<file path="config.mk">
export PLATFORM = sky130hd
export DESIGN_NAME = fir_coef_bank
export DESIGN_NICKNAME = d
export VERILOG_FILES = /design/src/rtl/fir_coef_bank.sv
export SDC_FILE = /design/constraint.sdc
export NUM_CORES = 2
export LEC_CHECK = 0
export ABC_AREA = 1
export ABC_CLOCK_PERIOD_IN_PS = 7000
export CAP_MARGIN = 10
export CORE_MARGIN = 5
export CORE_UTILIZATION = 23
export DETAILED_ROUTE_END_ITERATION = 10
export PLACE_DENSITY = 0.46
export SLEW_MARGIN = 20
export SYNTH_ARGS = -nofsm -noshare
export SYNTH_HDL_FRONTEND = slang
export SYNTH_SLANG_ARGS = --single-unit
</file>
<file path="constraint.sdc">
create_clock -name clk -period 7 [get_ports clk]
set_input_delay 1.4 -clock clk [delete_from_list [all_inputs] [get_ports clk]]
set_output_delay 1.4 -clock clk [all_outputs]
set_load 0.1 [all_outputs]
</file>
<file path="src/rtl/fir_coef_bank.sv">
// Runtime-writable multi-bank coefficient store for the tap-serial FIR MAC.
// Inactive banks are host-loaded; the active bank only changes at a frame boundary.
module fir_coef_bank #(
    parameter int COEF_W   = 16,
    parameter int NTAPS    = 32,
    parameter int ADDR_W   = 5,
    parameter int NUM_SETS = 4,
    parameter int SET_W    = 2
) (
    input  logic                     clk,
    input  logic                     rst,
    input  logic                     rd_en,
    input  logic [ADDR_W-1:0]        rd_addr,
    input  logic                     frame_start,
    output logic signed [COEF_W-1:0] rd_data,
    input  logic                     wr_valid,
    output logic                     wr_ready,
    input  logic [SET_W-1:0]         wr_set,
    input  logic [ADDR_W-1:0]        wr_addr,
    input  logic signed [COEF_W-1:0] wr_data,
    input  logic                     sel_req,
    input  logic [SET_W-1:0]         sel_set,
    output logic [SET_W-1:0]         active_set,
    output logic                     swap_pending,
    output logic                     busy
);

    localparam int DEPTH = NUM_SETS * NTAPS;
    localparam int IDX_W = (DEPTH > 1) ? $clog2(DEPTH) : 1;

    typedef enum logic {
        S_CLEAR,
        S_RUN
    } state_t;

    state_t                   state;
    state_t                   state_next;
    logic [IDX_W-1:0]         clr_idx;
    logic                     clr_last;
    logic [SET_W-1:0]         pending_set;
    logic [SET_W-1:0]         eff_set;
    logic                     run;
    logic                     wr_fire;
    logic                     wr_in_range;
    logic                     rd_in_range;
    logic                     sel_valid;
    logic [IDX_W-1:0]         wr_idx;
    logic [IDX_W-1:0]         rd_idx;
    logic signed [COEF_W-1:0] mem [DEPTH];

    function automatic logic [IDX_W-1:0] flat_idx(input logic [SET_W-1:0] s,
                                                  input logic [ADDR_W-1:0] a);
        return IDX_W'(s) * IDX_W'(NTAPS) + IDX_W'(a);
    endfunction

    assign run      = (state == S_RUN);
    assign busy     = (state == S_CLEAR);
    assign clr_last = (clr_idx == IDX_W'(DEPTH - 1));

    // The read that coincides with the swap must already see the incoming bank.
    assign eff_set     = (swap_pending && frame_start) ? pending_set : active_set;
    assign rd_in_range = (32'(rd_addr) < NTAPS);
    assign rd_idx      = flat_idx(eff_set, rd_addr);

    // Out-of-range writes are handshaked normally but never reach the array.
    assign wr_ready    = run && (wr_set != active_set);
    assign wr_fire     = wr_valid && wr_ready;
    assign wr_in_range = (32'(wr_set) < NUM_SETS) && (32'(wr_addr) < NTAPS);
    assign wr_idx      = flat_idx(wr_set, wr_addr);
    assign sel_valid   = sel_req && (32'(sel_set) < NUM_SETS);

    always_ff @(posedge clk) begin
        // NOTE: sequential state uses non-blocking assignments so every register samples pre-edge values.
        if (rst) begin
            state <= S_CLEAR;
        end else begin
            state <= state_next;
        end
    end

    always_comb begin
        // NOTE: next-state is defaulted first so no path leaves it unassigned and infers a latch.
        state_next = state;
        case (state)
            S_CLEAR: if (clr_last) state_next = S_RUN;
            S_RUN:   state_next = S_RUN;
            default: state_next = S_CLEAR;
        endcase
    end

    always_ff @(posedge clk) begin
        if (rst) begin
            clr_idx <= '0;
        end else if (busy) begin
            clr_idx <= clr_last ? '0 : clr_idx + IDX_W'(1);
        end
    end

    // NOTE: the array has no reset term so it maps onto RAM; the CLEAR sweep zeroes it instead.
    always_ff @(posedge clk) begin
        if (!rst) begin
            if (busy) begin
                mem[clr_idx] <= '0;
            end else if (wr_fire && wr_in_range) begin
                mem[wr_idx] <= wr_data;
            end
        end
    end

    always_ff @(posedge clk) begin
        if (rst) begin
            rd_data <= '0;
        end else if (rd_en) begin
            rd_data <= (run && rd_in_range) ? mem[rd_idx] : '0;
        end
    end

    // A request arriving with frame_start is latched after the older one is applied.
    always_ff @(posedge clk) begin
        if (rst) begin
            active_set   <= '0;
            pending_set  <= '0;
            swap_pending <= 1'b0;
        end else if (run) begin
            if (swap_pending && frame_start) begin
                active_set   <= pending_set;
                swap_pending <= 1'b0;
            end
            if (sel_valid) begin
                pending_set  <= sel_set;
                swap_pending <= 1'b1;
            end
        end
    end

endmodule
</file>
==> flow_summary.json <==
{
  "dp_hpwl_mm": 157.4,
  "path_buf_inv": 2,
  "synth_nets": 7007,
  "rsz0062_at_grt": "no",
  "syn_to_final_growth_pct": 17.02,
  "clock_power_share": 0.439,
  "internal_power_mw": 20.26,
  "synth_compound_area_frac": 0.002581,
  "power_leakage_nw": 35.06,
  "cts_setup_buffers": 0,
  "maxCapViolCount": 0,
  "syn_area_mm2": 0.08339,
  "final.setup.tns_ns": 0,
  "synth_ff_type": "edfxtp_1",
  "drive_gt1_frac": 0.08404,
  "path_cells": "clkdlybuf4s50_1, or2_1, nand4_1, and2_4, clkdlybuf4s50_1",
  "grt.total_usage": 0.1407,
  "final_common_cell": "nand2_1",
  "synth.top_cell.area_share": 0.7375,
  "cts_htree_levels": 4,
  "drt_iter0_drc": 6440,
  "grt_pass1_wl_mm": 386.6,
  "cp-start-kind": "input pin",
  "yosys_warnings": 0,
  "ir_drop_v": 0.0002383,
  "yosysSeqAreaShare": 0.7444,
  "synth_top_family_by_area": "simple AND/OR/NAND/NOR gates",
  "netSwitchingFraction": 0.2256,
  "skew_ns": 0.04347,
  "synth_cell_type_count": 29,
  "port_buffers": 56,
  "period_minus_slack_ns": 4.962,
  "routed_wl_mm": 272.5,
  "synth_xor_area_frac": 0.0003151,
  "ant_nets": 0,
  "multi_input_area_mm2": 0.01940,
  "max_slew_margin": 0.2552,
  "critPathSlowestCell": "clkdlybuf4s50_1",
  "critPathMaxFanout": 3,
  "seq_area_mm2": 0.06208,
  "firstDrtPassIters": 6,
  "dieWidth_um": 612.1,
  "worstSetupEndpointType": "output port",
  "routed_via_density": 4.566,
  "postCtsHoldBufs": 0,
  "p_switching_mw": 5.902,
  "min_path_type": "flop to flop",
  "synth-simple-area-share": 0.2272,
  "cp_common_cell": "clkdlybuf4s50_1",
  "antenna_found_initial": 13,
  "num_vias": 54800,
  "yosys.area_share.adder": 0.0001500,
  "drv_slew": 0,
  "tritoncts": "yes",
  "grt_max_degree": 201,
  "cts-buffers-inserted": 221,
  "synth_area_leader_cell": "edfxtp_1",
  "syn-instance-count": 6970,
  "clk_pin_slew_ns": 0.06,
  "hold_viol_final": 0,
  "clock_sinks": 2077,
  "crit_type": "input pin to output port",
  "seqPwrFrac": 0.515,
  "muxShareOfSynthArea": 0,
  "whs_ns": 0.4678,
  "grt_pass1_vias": 52170,
  "critical_path_arrival_ns": 3.56,
  "clock-root-buffer": "clkbuf_16",
  "cellPowerDensity_mw_per_mm2": 268.1,
  "cts_resized": 0,
  "slowest_delay_ns": 1.13,
  "ys_seq_elements": 2077,
  "clock_path_buffers": 3,
  "layout_common_cells": "nand2_1, edfxtp_1, nand3_1",
  "gp_congestion": 0.8441,
  "dieHeight_um": 612.1,
  "grt_remaining_overflow": 0,
  "insertion_delay_ns": 0.87,
  "io_pins": 57,
  "fp-row-count": 221,
  "synth_area_per_cell_um2": 11.96,
  "initial_utilization": 0.2306,
  "synthArstFlopShare": 0,
  "fillers": 37410,
  "dieArea_mm2": 0.3747,
  "post_drt_wl_per_cell_um": 22.71,
  "required_ns": 5.60,
  "synth_enable_flop_cells": 2048,
  "drc": 0,
  "period_share": 0.7089,
  "setup_viol": 0,
  "yosys-top-cells-area": "edfxtp_1, nand3_1, nand2_1, clkbuf_1, buf_2",
  "status": "completed",
  "layout.nets": 7042,
  "path_delay_family": "buffers and inverters",
  "comb_power_share": 0.046,
  "coreArea_mm2": 0.3617,
  "tightestPinTransition_ns": 1.117,
  "clock.fmax_mhz": 201.5
}
Yosys cell counts (all sizes together), types with 2 or more instances:
library cell / number
nand2: 2138
edfxtp: 2048
dfxtp: 29
inv: 49
clkbuf: 245
o22ai: 2
o21ai: 12
nor2: 163
xor2: 3
nor3: 3
buf: 217
nand3: 2026
a21oi: 21
nand4: 10
worst register-to-register path: stages, from the launching register on:
cell and delay, ns:
dfxtp_1 0.38, inv_1 0.10, nand2_1 0.08, nand4_1 0.11, and2_4 0.17, nand3_4 0.21
buf_4 0.51, nand2_1 0.12, nand2_1 0.14, inv_1 0.06, nor2_1 0.46, nand2_1 0.30
nor2_1 0.79, buf_4 0.32
metal layers:
layer | vias to the layer above | share of wire | track usage
li1 | 24950 | - | -
met4 | 4 | 0.030 | 0.04236
met3 | 395 | 0.068 | 0.02406
met2 | 1998 | 0.47 | 0.2236
met5 | - | 0.00011 | 0
met1 | 27450 | 0.44 | 0.1961
sequential cells by signal, indices dropped and copies added, names as in the netlist:
name and flops:
pending_set 2, rd_data 16, clr_idx 7, run 1, swap_pending 1, active_set 2
mem 2048
path summary, 6_finish.rpt:
| check | startpoint | cells past startpoint | endpoint | slack, ns |
|---|---|---|---|---|
| worst max register to register | active_set[0]$_SDFFE_PP0P_ | 13 | mem[60][9]$_DFFE_PP_ | 2.97 |
| worst min-delay path | rd_data[10]$_SDFFE_PP0P_ | 2 | rd_data[10]$_SDFFE_PP0P_ | 0.47 |
| worst min register to register | rd_data[10]$_SDFFE_PP0P_ | 2 | rd_data[10]$_SDFFE_PP0P_ | 0.47 |
| worst max-delay path | wr_set[1] | 5 | wr_ready | 2.04 |
per-stage QoR:
| step | setup slack, ns | area, um2 | utilization | std cells | total power [mW] |
|---|---|---|---|---|---|
| 6_report | 2.038 | 97580 | 0.2698 | 12000 | 26.16 |
| 5_1_grt | 1.982 | 97570 | 0.2698 | 11990 | 26.97 |
| 4_1_cts | 2.017 | 97540 | 0.2697 | 11990 | 26.39 |
| 3_5_place_dp | 1.367 | 90450 | 0.2501 | 11580 | 14.94 |
| 3_3_place_gp | 0.8897 | 90420 | 0.2500 | 11570 | 14.94 |
| 2_1_floorplan | 0.6962 | 83390 | - | 6970 | 14.42 |
area by class of cell:
cell class | count | area share
sequential | 2077 | 0.6362
inverter | 49 | 0.002141
timing repair buffer | 274 | 0.02861
clock buffer | 280 | 0.05990
multi-input combinational | 4382 | 0.1988
clock inverter | 137 | 0.01273
tap | 4794 | 0.06147
antenna | 8 | 0.0002051
power by group through the flow:
stage / logic (mW) / clock network [mW] / registers, mW
2_1_floorplan: 0.685 / 0 / 13.7
3_5_place_dp: 1.20 / 0 / 13.7
3_3_place_gp: 1.20 / 0 / 13.7
6_report: 1.21 / 11.5 / 13.5
5_1_grt: 1.28 / 12.2 / 13.5
4_1_cts: 1.20 / 11.7 / 13.5
cells by family (layout without fill, tap and decap cells):
| logic type | Yosys count | count (layout) |
|---|---|---|
| buffers and inverters | 511 | 740 |
| AO/OA/AOI/OAI | 35 | 35 |
| flip-flops | 2077 | 2077 |
| XOR/XNOR | 3 | 3 |
| AND/OR/NAND/NOR | 4343 | 4343 |
| other | 0 | 8 |
| adder cells (fa/ha/maj) | 1 | 1 |
No activity file was read; power rests on OpenSTA's default activity.
